**src/rtl/block_stacker.sv**
```systemverilog
// block_stacker: control core of a stacking game. A block slides left and
// right. Each drop trims the block to the part that overlaps the block below
// it. A drop that overlaps nothing ends the game, and reaching MAX_LEVEL
// placements wins it.
// Optional feature: define BLOCK_STACKER_PERFECT_SNAP_EN to snap a drop that
// lands within one pixel of the block below. A snapped drop keeps the full
// width, and perfect pulses together with done.
module block_stacker #(
  parameter int X_MAX      = 144,
  parameter int INIT_X     = 52,
  parameter int INIT_WIDTH = 40,
  parameter int MAX_LEVEL  = 20
) (
  input  logic       clk,
  input  logic       reset,
  input  logic       drop,
  input  logic [7:0] curr_x,
  output logic       enable_x,
  output logic [7:0] top_x,
  output logic [7:0] top_width,
  output logic [4:0] level,
  output logic       done,
  output logic       perfect,
  output logic       game_over,
  output logic       win
);

  typedef enum logic [2:0] {
    S_MOVE  = 3'd0,
    S_CALC  = 3'd1,
    S_PLACE = 3'd2,
    S_OVER  = 3'd3,
    S_WIN   = 3'd4
  } state_t;

  // The x register may carry positions past X_MAX. Those positions are still
  // legal drops, so X_MAX only has to fit the 8-bit position bus.
  if (X_MAX > 255 || INIT_X > 255 || INIT_WIDTH > 255 || MAX_LEVEL > 31) begin : g_bad_param
    $error("block_stacker: parameter out of range for 8-bit positions / 5-bit level");
  end

  state_t     state_reg;
  logic [7:0] cand_x_reg;
  logic [7:0] new_x_reg;
  logic [7:0] new_w_reg;

  // Overlap arithmetic is done in 9 bits so that x + width cannot wrap.
  logic [8:0] cand9;
  logic [8:0] top9;
  logic [8:0] left9;
  logic [8:0] right9;
  logic [8:0] cand_end9;
  logic [8:0] top_end9;
  logic [7:0] overlap_w;
  logic       miss;
  logic [4:0] level_inc;

  // Compute the overlap of the candidate drop with the top block.
  always_comb begin
    cand9     = {1'b0, cand_x_reg};
    top9      = {1'b0, top_x};
    cand_end9 = cand9 + {1'b0, top_width};
    top_end9  = top9 + {1'b0, top_width};
    left9     = (cand9 > top9) ? cand9 : top9;
    right9    = (cand_end9 < top_end9) ? cand_end9 : top_end9;
    miss      = (right9 <= left9);
    overlap_w = 8'(right9 - left9);
    level_inc = level + 5'd1;
  end

`ifdef BLOCK_STACKER_PERFECT_SNAP_EN
  logic snap;
  logic snap_reg;

  // A drop within one pixel of the top block counts as perfectly aligned.
  always_comb begin
    snap = (cand9 == top9) || (cand9 == top9 + 9'd1) || (cand9 + 9'd1 == top9);
  end
`else
  logic snap;
  assign snap    = 1'b0;
  assign perfect = 1'b0;
`endif

  // Game FSM. All outputs are registered. enable_x follows the MOVE state
  // one cycle late, so the x register freezes right after a drop and restarts
  // one cycle after the placement commits.
  always_ff @(posedge clk) begin
    if (reset) begin
      state_reg  <= S_MOVE;
      cand_x_reg <= 8'd0;
      new_x_reg  <= 8'd0;
      new_w_reg  <= 8'd0;
      top_x      <= 8'(INIT_X);
      top_width  <= 8'(INIT_WIDTH);
      level      <= 5'd0;
      enable_x   <= 1'b1;
      done       <= 1'b0;
      game_over  <= 1'b0;
      win        <= 1'b0;
`ifdef BLOCK_STACKER_PERFECT_SNAP_EN
      snap_reg   <= 1'b0;
      perfect    <= 1'b0;
`endif
    end else begin
      enable_x <= (state_reg == S_MOVE);
      done     <= 1'b0;
`ifdef BLOCK_STACKER_PERFECT_SNAP_EN
      perfect  <= 1'b0;
`endif
      case (state_reg)
        S_MOVE: begin
          if (drop) begin
            cand_x_reg <= curr_x;
            state_reg  <= S_CALC;
          end
        end
        S_CALC: begin
          if (snap) begin
            new_x_reg <= top_x;
            new_w_reg <= top_width;
            state_reg <= S_PLACE;
          end else if (miss) begin
            game_over <= 1'b1;
            state_reg <= S_OVER;
          end else begin
            new_x_reg <= left9[7:0];
            new_w_reg <= overlap_w;
            state_reg <= S_PLACE;
          end
`ifdef BLOCK_STACKER_PERFECT_SNAP_EN
          snap_reg <= snap;
`endif
        end
        S_PLACE: begin
          top_x     <= new_x_reg;
          top_width <= new_w_reg;
          level     <= level_inc;
          done      <= 1'b1;
`ifdef BLOCK_STACKER_PERFECT_SNAP_EN
          perfect   <= snap_reg;
`endif
          if (level_inc == 5'(MAX_LEVEL)) begin
            win       <= 1'b1;
            state_reg <= S_WIN;
          end else begin
            state_reg <= S_MOVE;
          end
        end
        S_OVER:  state_reg <= S_OVER;
        S_WIN:   state_reg <= S_WIN;
        default: state_reg <= S_MOVE;
      endcase
    end
  end

endmodule

```
**config.mk**
```make
export PLATFORM = sky130hd
export DESIGN_NAME = block_stacker
export DESIGN_NICKNAME = d
export VERILOG_FILES = /design/src/rtl/block_stacker.sv
export SDC_FILE = /design/constraint.sdc
export NUM_CORES = 1
export LEC_CHECK = 0
export BUFFER_PORTS_ARGS = -buffer_cell sky130_fd_sc_hd__buf_2
export CAP_MARGIN = 0
export CORE_ASPECT_RATIO = 1.75
export CORE_MARGIN = 1
export CORE_UTILIZATION = 59
export DETAILED_ROUTE_END_ITERATION = 10
export GPL_TIMING_DRIVEN = 0
export PLACE_DENSITY = 0.85
export SETUP_SLACK_MARGIN = 0.2
export SLEW_MARGIN = 5
export SYNTH_ARGS = -nofsm -noshare
export SYNTH_HDL_FRONTEND = slang
export SYNTH_SLANG_ARGS = --single-unit
```
**constraint.sdc**
```tcl
create_clock -name clk -period 4.8 [get_ports clk]
set_input_delay 0.24 -clock clk [delete_from_list [all_inputs] [get_ports clk]]
set_output_delay 0.24 -clock clk [all_outputs]
set_load 0.05 [all_outputs]
```
==> metrics, run 1 <==
CORE AREA 5343 sq um; Max Clk Rate around 0.20 GHz; CTS clk-pin slew, worst paths 0.10 ns; DR WL/cell 24.73 microns; HP Class input port to register; Placer Congestion 0.9030; fin area between 4000 and 5000 sq um; FF-to-FF Start top_x[1]$_SDFFE_PP0P_; I/O pin count 37; Tot GR Track Use 36.10%; CP Class register to register; num rows 35; total net switching power approximately 1.4 mW; largest net degree at the start of global routing 17; post-synthesis cell type count 51; Tcrit/Tclk final 106.0%; Max Slew Vio Count 0; initial DRC count 478; CP Launch Type register; Worst Skew 0.01072 ns; Gate Count Post-Synth 391; CTS HTree Levels 2; fraction of layout cells with a size suffix above 1 approximately two fifths; worst r2r path cells 24; die area ~6000 sq um; Ys Warns 0; share of power burned in registers a little under a fifth; gr ovfl total 0; vias in the first global route 3285; clock share of power a little over a tenth; wl on met1 around 4300 microns; # diodes 0; CTS tree done; commonest cells in the netlist nand2_1, dfxtp_1, a21oi_1; post-route ant nets 0; clk sinks 52; post-layout min period 5.086 ns; Internal Power ~1.6 mW; EDFF count, synth 0; chip width between 50 and 60 microns; Worst Hold Path EP new_w_reg[0]$_SDFFE_PP0P_; most frequent cell after synthesis nand2_1; CTS max path bufs 2; final net count 528; Worst EP required roughly 5 ns; r2r endpoint new_x_reg[3]$_SDFFE_PP0P_; Root Buffer Master clkbuf_8; Setup Viol. Count Final 18; Post-CTS Hold Buffers 0; DR WL met2 roughly 6300 microns; Top FF cell, synth dfxtp_1; Avg Cell Area, Syn around 8.5 sq um; area post-placement 3592 sq um; Worst VDD drop about 0.46 mV; synthesized area about 3300 sq um; final setup TNS -4.054 ns; placed cell count ~500; Layout Area Growth over Synthesis 39.72%; violated checks negative setup slack; Fill cells roughly 250; Lkg Pwr roughly 2.0 nW; status complete, but fails checks; die height between 100 and 150 microns; Sw Share 45.93%; antenna violations before repair 0; worst rel slew slack about 29%; post-synth top area share between 30% and 40%; Hold Path Origin reset; synth top area cells dfxtp_1, ha_1, nand2_1; Worst Setup End Kind register; DR top layer met4; sequential share of the synthesized area between 30% and 40%; CP Max Fanout 8; Synth Register Bits 52; Max Cap Violations 0; Hold Violations, Final 0; drt drc 0; routed wire length between 10000 and 15000 microns; met3 routed WL 1416 microns; latest clock arrival within the worst-skew pair 0.32 ns; Gate power share approximately 70%; Design Power 3.031 mW; first drt pass iteration count 6; first-pass GRT wire length about 16000 microns; DR vias/cell ~6.7; register-to-register setup slack -0.29 ns; Starting Density 62.08%; Post-DP HPWL ~6500 microns; Finished Layout Cells 547; Min Hold Slack 0.1315 ns; async set-reset flop share out of synthesis 0%; Via Count between 3000 and 4000; post-synth top area cell dfxtp_1; Num CTS Buffers 5; Critical Path AT 5.34 ns; Net Count, Synth approximately 450; RSZ-0062 raised after global routing yes; Slew @ Worst Pin roughly 1.1 ns; Pwr Density 654.1 nW/um^2; IO Port Bufs 34; hold path cells 2; post-route setup slack -0.2865 ns
how the worst max path moves through the flow:
stage	startpoint	end	depth (start not counted)
after global placement	top_width[0]$_SDFFE_PP0P_	new_x_reg[1]$_SDFFE_PP0P_	23
after global routing	top_width[1]$_SDFFE_PP0P_	new_x_reg[3]$_SDFFE_PP0P_	25
final	top_x[1]$_SDFFE_PP0P_	new_x_reg[3]$_SDFFE_PP0P_	24
after floorplan	top_x[1]$_SDFFE_PP0P_	new_x_reg[1]$_SDFFE_PP0P_	23
after CTS	top_width[0]$_SDFFE_PP0P_	new_x_reg[7]$_SDFFE_PP0P_	28
after detailed placement	top_width[0]$_SDFFE_PP0P_	new_x_reg[7]$_SDFFE_PP0P_	23
kinds of logic after synthesis:
group	after synthesis	synth area share (%)
adders and majority gates	45	17.65
AOI/OAI and AO/OA	104	20.56
buffers and inverters	31	4.602
DFF	52	31.38
and+or+nand+nor	129	17.65
muxes	9	2.754
xor gates and xnor gates	20	5.281
other	1	0.1131
layer usage:
metal | vias to the layer above | global-route usage, %
met5 | - | 0
met4 | 0 | 23.99
met3 | 137 | 6.641
met2 | 298 | 65.43
met1 | 1693 | 36.55
li1 | 1538 | -
power by group through the flow:
stage / sequential, mW / combinational (mW) / clock (mW)
global placement: 0.565 / 1.09 / 0
finish: 0.572 / 2.13 / 0.326
detailed placement: 0.567 / 1.11 / 0
floorplan: 0.612 / 0.828 / 0
global route: 0.576 / 2.21 / 0.342
CTS: 0.557 / 1.51 / 0.321
final cells by class:
class	count	area (sq um)	share of cell area, %
multi-input cells	308	2701	58.29
flip-flops and latches	52	1061	22.89
repair buffers	74	485.5	10.48
plain buffers	13	105.1	2.268
well taps	74	92.59	1.998
clock buffers	6	82.58	1.782
inverters	18	67.56	1.458
clock inverters	2	38.79	0.8369
worst max-delay path, cell delays in order (launching register included):
cell and delay [ns]:
dfxtp_4 0.37, ha_1 0.31, a21o_1 0.21, nand2_2 0.18, a21oi_4 0.09, nor2_2 0.12
xor2_1 0.27, ha_2 0.40, a31oi_4 0.32, o21ai_4 0.16, o2111ai_4 0.26, and2_4 0.21
buf_12 0.14, nand2_4 0.06, o21ai_4 0.09, ha_4 0.26, nand3_2 0.13, o22ai_2 0.12
a21o_1 0.19, or2_4 0.22, a22o_1 0.24, buf_6 0.15, a21oi_4 0.20, buf_6 0.18
o2bb2ai_2 0.12
layout by cell type (no fill, tap or decap), types with 4 or more instances in the layout:
cell	instances
clkbuf_8	7
dfxtp_1	44
xnor2_1	9
clkbuf_1	7
nand4_1	5
o21ai_0	6
buf_2	34
ha_1	28
o2bb2ai_2	10
xor2_1	11
nor2_1	20
nand2b_1	5
dfxtp_4	4
nor2_2	6
ha_4	11
a21o_1	6
buf_4	37
nand2_1	58
a21oi_2	8
a21oi_4	6
o211ai_1	4
nor2b_1	4
a21oi_1	32
buf_6	6
mux2i_1	7
dfxtp_2	4
inv_1	18
metrics by stage:
step | utilization (%) | worst slack, ns
2_1_floorplan | - | 0.2136
4_1_cts | 78.83 | 0.1884
6_report | 86.74 | -0.2865
5_1_grt | 86.74 | -0.4334
3_3_place_gp | 67.24 | -0.3248
3_5_place_dp | 67.24 | -0.4010
repair_timing:
| item | CTS | global route |
|---|---|---|
| cloned | 1 | 0 |
| setup endpoints to repair | 18 | 18 |
| gates resized for setup | 56 | 67 |
| pin swaps | 27 | 32 |
| setup buffers | 31 | 8 |
No activity file was read; power rests on OpenSTA's default activity.
==> run 2, diff against run 1 <==
- CORE_UTILIZATION: 59 -> 60
- CTS_BUF_LIST: not set -> sky130_fd_sc_hd__clkbuf_8
- PLACE_DENSITY: 0.85 -> 0.92
==> run 2 against run 1 <==
Critical path depth stayed put. Critical path type unchanged. Clock power is 6.4% lower. Routed wire length is 19% lower. Critical endpoint is now new_x_reg[6]$_SDFFE_PP0P_. Largest cell class unchanged. Highest routed layer unchanged. Combinational power is 16% lower. Utilization is 7.5 points lower. The flow still finishes with violations (negative setup slack).
==> metrics, run 2 (same netlist as run 1, synthesis figures left out) <==
status complete, but fails checks (unchanged); violated checks negative setup slack (unchanged); latest clock arrival within the worst-skew pair 0.31 ns (was 0.32 ns); I/O pin count 37 (unchanged); CTS max path bufs 2 (unchanged); die area 5841 sq um (was 5938 sq um); vias in the first global route 3393 (was 3285); CP Max Fanout 8 (unchanged); fraction of layout cells with a size suffix above 1 29.96% (was 38.05%); critical path, cell by cell ha_4 -> inv_2 -> fa_2 -> nand2b_4 -> nand2b_1 -> nand2_1 -> a21o_2 -> ha_4 -> a41oi_2 -> a211oi_2 -> o2111ai_2 -> and2_4 -> buf_8 -> o21ai_2 -> ha_4 -> a21oi_2 -> o22ai_2 -> a21o_1 -> or2_4 -> a22o_1 -> buf_6 -> a21oi_4 -> buf_6 -> o2bb2ai_2 (was ha_1 -> a21o_1 -> nand2_2 -> a21oi_4 -> nor2_2 -> xor2_1 -> ha_2 -> a31oi_4 -> o21ai_4 -> o2111ai_4 -> and2_4 -> buf_12 -> nand2_4 -> o21ai_4 -> ha_4 -> nand3_2 -> o22ai_2 -> a21o_1 -> or2_4 -> a22o_1 -> buf_6 -> a21oi_4 -> buf_6 -> o2bb2ai_2); post-layout min period 4.838 ns (was 5.086 ns); Worst VDD drop 0.5067 mV (was 0.4613 mV); Post-DP HPWL 6596 microns (was 6539 microns); commonest non-fill, non-tap cells in the layout nand2_1, dfxtp_1, a21oi_1 (was nand2_1, dfxtp_1, buf_4); Fill cells 306 (was 253); Layout Area Growth over Synthesis 26.59% (was 39.72%); gr ovfl total 0 (unchanged); CP Class register to register (unchanged); routed wire length 11000 microns (was 13530 microns); Setup Viol. Count Final 10 (was 18); IO Port Bufs 34 (unchanged); Tot GR Track Use 36.27% (was 36.10%); register area 1056 sq um (was 1061 sq um); Worst Skew 0.01113 ns (was 0.01072 ns); Worst EP required 5.04 ns (was 5.05 ns); largest net degree at the start of global routing 17 (unchanged); clk sinks 52 (unchanged); first-pass GRT wire length 16080 microns (was 15890 microns); Lkg Pwr 1.832 nW (was 1.984 nW); post-route setup slack -0.03837 ns (was -0.2865 ns); Placer Congestion 0.9515 (was 0.9030); Via Count 3366 (was 3666); num rows 35 (unchanged); DR WL/cell 20.83 microns (was 24.73 microns); commonest non-fill, non-tap cell in the layout nand2_1 (unchanged); Design Power 2.654 mW (was 3.031 mW); die height 100.4 microns (was 101.2 microns); CTS clk-pin slew, worst paths 0.10 ns (about the same); Core Util, Final 79.24% (was 86.74%); Max Slew Vio Count 0 (unchanged); area of the multi-input gates 2440 sq um (was 2701 sq um); post-route ant nets 0 (unchanged); first drt pass iteration count 6 (unchanged); placed cell count 499 (unchanged); RSZ-0062 raised after global routing yes (unchanged); chip width 58.21 microns (was 58.68 microns); Pwr Density 632.1 nW/um^2 (was 654.1 nW/um^2); Crit path largest cell delay 0.41 ns (was 0.40 ns); Hold Violations, Final 0 (unchanged); # diodes 0 (unchanged); initial DRC count 275 (was 478); critical-path cell with the highest stage delay dfxtp_4 (was ha_2); Root Buffer Master clkbuf_8 (unchanged); Worst Setup End Kind register (unchanged); final net count 509 (was 528); Max Cap Violations 0 (unchanged); CORE AREA 5299 sq um (was 5343 sq um); CP dominant cell by count ha_4; CP Launch Type register (unchanged); Critical Path AT 5.07 ns (was 5.34 ns); CTS HTree Levels 2 (unchanged); Num CTS Buffers 5 (unchanged); Tcrit/Tclk final 100.8% (was 106.0%); CTS tree done (unchanged); Slew @ Worst Pin 1.005 ns (was 1.063 ns); Starting Density 62.60% (was 62.08%); Finished Layout Cells 528 (was 547); drt drc 0 (unchanged); DR vias/cell 6.375 (was 6.702); HP Class input port to register (unchanged); antenna violations before repair 0 (unchanged); worst rel slew slack 32.98% (was 29.16%); Max Clk Rate 0.2067 GHz (was 0.1966 GHz)
==> run 2: changes by cell type in the layout (fill, tap and decap cells not counted), moves of 6 or more <==
cell and delta:
nor2_1 +6, ha_4 -6, buf_4 -16, ha_1 +7
==> run 2: routing by layer <==
layer / routed length (microns) / global-route usage (%) / up-vias
met2: 5750 / 65.43 / 220
met3: 667 / 5.026 / 76
met5: 0 / 0 / -
met1: 3851 / 37.70 / 1569
met4: 728 / 23.99 / 0
li1: - / - / 1501
==> run 2: cell type report <==
type	count	share of cell area, %
sequential	52	25.15
inverter	18	1.609
timing repair buffer	55	7.896
multi-input combinational	308	58.10
clock inverter	3	1.013
tap	74	2.205
buffer	13	2.384
clock buffer	5	1.639
==> run 2: worst max-delay path: cells and delay by family (launching register included) <==
kind	cells	cell delay, ns
AND/OR/NAND/NOR	5	0.75
adder cells (fa/ha/maj)	4	1.02
flip-flops	1	0.41
AO/OA/AOI/OAI	11	2.07
buffers and inverters	4	0.50
==> run 2: metrics by stage <==
stage	cell area (sq um)	worst slack (ns)	TNS [ns]	hold slack (ns)
after floorplan	3329	0.2136	0	0.3760
after global placement	3592	-0.2651	-3.220	0.4311
after detailed placement	3592	-0.2766	-3.364	0.4368
after CTS	4001	0.1371	0	0.1509
after global routing	4199	-0.1531	-2.028	0.1479
final	4199	-0.03837	-0.1756	0.1472
==> run 2: repair_timing <==
| item | CTS | global route |
|---|---|---|
| setup buffers | 9 | 11 |
| setup endpoints to repair | 18 | 18 |
| pin swaps | 19 | 23 |
| hold buffers | 0 | 0 |
| cloned | 1 | 0 |
| gates resized for setup | 49 | 26 |
==> run 2: where the power goes <==
group / leakage, nW / switching, mW / internal (mW)
sequential: 0.426 / 0.0731 / 0.501
clock: 0.0558 / 0.150 / 0.155
combinational: 1.35 / 0.968 / 0.807
==> run 2: final timing paths <==
check	startpoint	end	slack (ns)	cells past startpoint
min	curr_x[4]	cand_x_reg[4]$_SDFFE_PP0P_	0.15	3
max	top_width[0]$_SDFFE_PP0P_	new_x_reg[6]$_SDFFE_PP0P_	-0.04	24
min reg2reg	game_over$_SDFFE_PP0P_	game_over$_SDFFE_PP0P_	0.45	2
max reg2reg	top_width[0]$_SDFFE_PP0P_	new_x_reg[6]$_SDFFE_PP0P_	-0.04	24
==> run 3, diff against run 2 <==
- ABC_AREA: not set -> 1
- BUFFER_PORTS_ARGS: -buffer_cell sky130_fd_sc_hd__buf_2 -> not set
- CORE_MARGIN: 1 -> not set
- DONT_BUFFER_PORTS: not set -> 1
- PLACE_DENSITY: 0.92 -> 0.87
==> run 3 against run 2 <==
The flow now finishes without violations. Sequential share of layout area is 2.3 points higher. Routed wire length is 11% lower. Cell area is 7.2% lower. Critical endpoint is now new_w_reg[2]$_SDFFE_PP0P_.
==> metrics, run 3 <==
synth top area cells dfxtp_1, ha_1, nand2_1 (unchanged); status finished clean (was complete, but fails checks); Worst Setup End Kind register (unchanged); Layout Area Growth over Synthesis 9.922% (was 26.59%); initial DRC count 219 (was 275); IO Port Bufs 0 (was 34); CTS tree done (unchanged); Max Slew Vio Count 0 (unchanged); clk sinks 52 (unchanged); Top FF cell, synth dfxtp_1 (unchanged); Worst EP required 5.00 ns (was 5.04 ns); num rows 36 (was 35); # diodes 0 (unchanged); CORE AREA 5630 sq um (was 5299 sq um); DR WL/cell 16.72 microns (was 20.83 microns); commonest cells in the netlist nand2_1, a21oi_1, dfxtp_1, inv_1 (was nand2_1, dfxtp_1, a21oi_1); area post-placement 3638 sq um (was 3592 sq um); commonest non-fill, non-tap cell in the layout nand2_1 (unchanged); first-pass GRT wire length 15140 microns (was 16080 microns); post-synth top area cell dfxtp_1 (unchanged); drt drc 0 (unchanged); gr ovfl total 0 (unchanged); Hold Violations, Final 0 (unchanged); latest clock arrival within the worst-skew pair 0.31 ns (about the same); CTS max path bufs 2 (unchanged); CTS clk-pin slew, worst paths 0.10 ns (about the same); largest net degree at the start of global routing 18 (was 17); DR vias/cell 5.944 (was 6.375); Critical Path AT 4.56 ns (was 5.07 ns); die area 6229 sq um (was 5841 sq um); Slew @ Worst Pin 0.6639 ns (was 1.005 ns); first drt pass iteration count 5 (was 6); CP Launch Type register (unchanged); Avg Cell Area, Syn 7.115 sq um (was 8.483 sq um); post-synthesis cell type count 34 (was 51); CP Max Fanout 10 (was 8); chip width 60.09 microns (was 58.21 microns); Starting Density 62.93% (was 62.60%); Synth Register Bits 52 (unchanged); Tot GR Track Use 31.99% (was 36.27%); Root Buffer Master clkbuf_8 (unchanged); post-synth top area share 29.38% (was 31.38%); Max Clk Rate 0.2296 GHz (was 0.2067 GHz); post-route ant nets 0 (unchanged); Max Cap Violations 0 (unchanged); EDFF count, synth 0 (unchanged); Setup Viol. Count Final 0 (was 10); sequential share of the synthesized area 29.38% (was 31.38%); Num CTS Buffers 5 (unchanged); Net Count, Synth 554 (was 447); commonest non-fill, non-tap cells in the layout nand2_1, a21oi_1, inv_1 (was nand2_1, dfxtp_1, a21oi_1); Ys Warns 0 (unchanged); Post-DP HPWL 7470 microns (was 6596 microns); RSZ-0062 raised after global routing no (was yes); fraction of layout cells with a size suffix above 1 11.74% (was 29.96%); Gate Count Post-Synth 498 (was 391); CTS HTree Levels 2 (unchanged); Tcrit/Tclk final 90.74% (was 100.8%); I/O pin count 37 (unchanged); die height 103.7 microns (was 100.4 microns); Post-CTS Hold Buffers 0 (unchanged); async set-reset flop share out of synthesis 0% (unchanged); HP Class input port to register (unchanged); most frequent cell after synthesis nand2_1 (unchanged); fin area 3895 sq um (was 4199 sq um); Via Count 3489 (was 3366); Worst Skew 0.01089 ns (was 0.01113 ns); CP Class register to register (unchanged); worst rel slew slack 55.68% (was 32.98%); final net count 566 (was 509); post-layout min period 4.355 ns (was 4.838 ns); antenna violations before repair 0 (unchanged); Placer Congestion 0.9410 (was 0.9515); vias in the first global route 3342 (was 3393); routed wire length 9817 microns (was 11000 microns); synthesized area 3543 sq um (was 3317 sq um)
[run 3: through the flow]
| step | cells | utilization, % | hold WS [ns] | setup slack [ns] | setup TNS, ns |
|---|---|---|---|---|---|
| after global placement | 574 | 64.62 | 0.4396 | -0.07550 | -0.5297 |
| final | 587 | 69.18 | 0.1219 | 0.4446 | 0 |
| after floorplan | 498 | - | 0.4327 | 0.4505 | 0 |
| after global routing | 587 | 69.18 | 0.1495 | 0.06871 | 0 |
| after detailed placement | 574 | 64.62 | 0.4472 | -0.1746 | -2.412 |
| after CTS | 582 | 66.96 | 0.1222 | 0.2197 | 0 |
[run 3: final cells by class]
type / instances / area, sq um
plain buffers: 18 / 107.6
clock buffers: 5 / 68.82
clock inverters: 3 / 46.29
fillers: 447 / 1735
inverters: 54 / 202.7
multi-input cells: 374 / 2268
flip-flops and latches: 52 / 1069
well taps: 76 / 95.09
repair buffers: 5 / 37.54
[run 3: what timing repair did]
| action | 4_1_cts | 5_1_grt |
|---|---|---|
| resized for setup | 10 | 29 |
| setup buffers | 0 | 5 |
| pin swaps | 0 | 5 |
| setup endpoints to repair | 18 | 18 |
[run 3: final timing paths]
| kind | start | end | slack [ns] | depth (start not counted) |
|---|---|---|---|---|
| worst max register to register | top_width[7]$_SDFFE_PP0P_ | new_w_reg[2]$_SDFFE_PP0P_ | 0.44 | 25 |
| worst max-delay path | top_width[7]$_SDFFE_PP0P_ | new_w_reg[2]$_SDFFE_PP0P_ | 0.44 | 25 |
| worst min-delay path | curr_x[4] | cand_x_reg[4]$_SDFFE_PP0P_ | 0.12 | 2 |
| worst min register to register | new_x_reg[2]$_SDFFE_PP0P_ | top_x[2]$_SDFFE_PP1P_ | 0.49 | 2 |
[run 3: cell families (layout without fill, tap and decap cells)]
family	Yosys count	in the layout	synth area share (%)
adder cells (fa/ha/maj)	45	45	16.53
buffers and inverters	72	85	8.545
flip-flops	52	52	29.38
AND/OR/NAND/NOR	206	206	25.32
XOR/XNOR	18	18	4.449
other	1	1	0.1058
AO/OA/AOI/OAI	104	104	15.68
[run 3: critical path, cell delays in order, from the launching register on]
cell and delay (ns):
dfxtp_1 0.75, ha_1 0.39, nand2_1 0.13, inv_1 0.06, nand2_1 0.08, nand3_1 0.23, ha_1 0.38, a21oi_1 0.14
o21a_1 0.15, nand2_1 0.08, inv_2 0.11, buf_6 0.15, nand2_1 0.05, o21ai_1 0.10, ha_2 0.33, a21oi_2 0.17
nand2_2 0.09, nand2_1 0.06, nand2_1 0.08, nand2_1 0.07, nand2_1 0.06, nand2_2 0.08, nand3_4 0.11, buf_6 0.17
a21oi_1 0.15, nor2_1 0.06
[run 3: layer usage]
layer / wire (microns) / global-route usage (%) / vias up / share of wire [%]
met3: 714 / 7.615 / 50 / 7.3
li1: - / - / 1674 / -
met1: 3501 / 32.57 / 1599 / 36
met4: 578 / 21.43 / 0 / 5.9
met2: 5023 / 54.60 / 166 / 51
met5: 0 / 0 / - / 0
Power of run 3 is not shown: default switching activity piles up to over one toggle a cycle in this logic, so the estimate is an artifact.
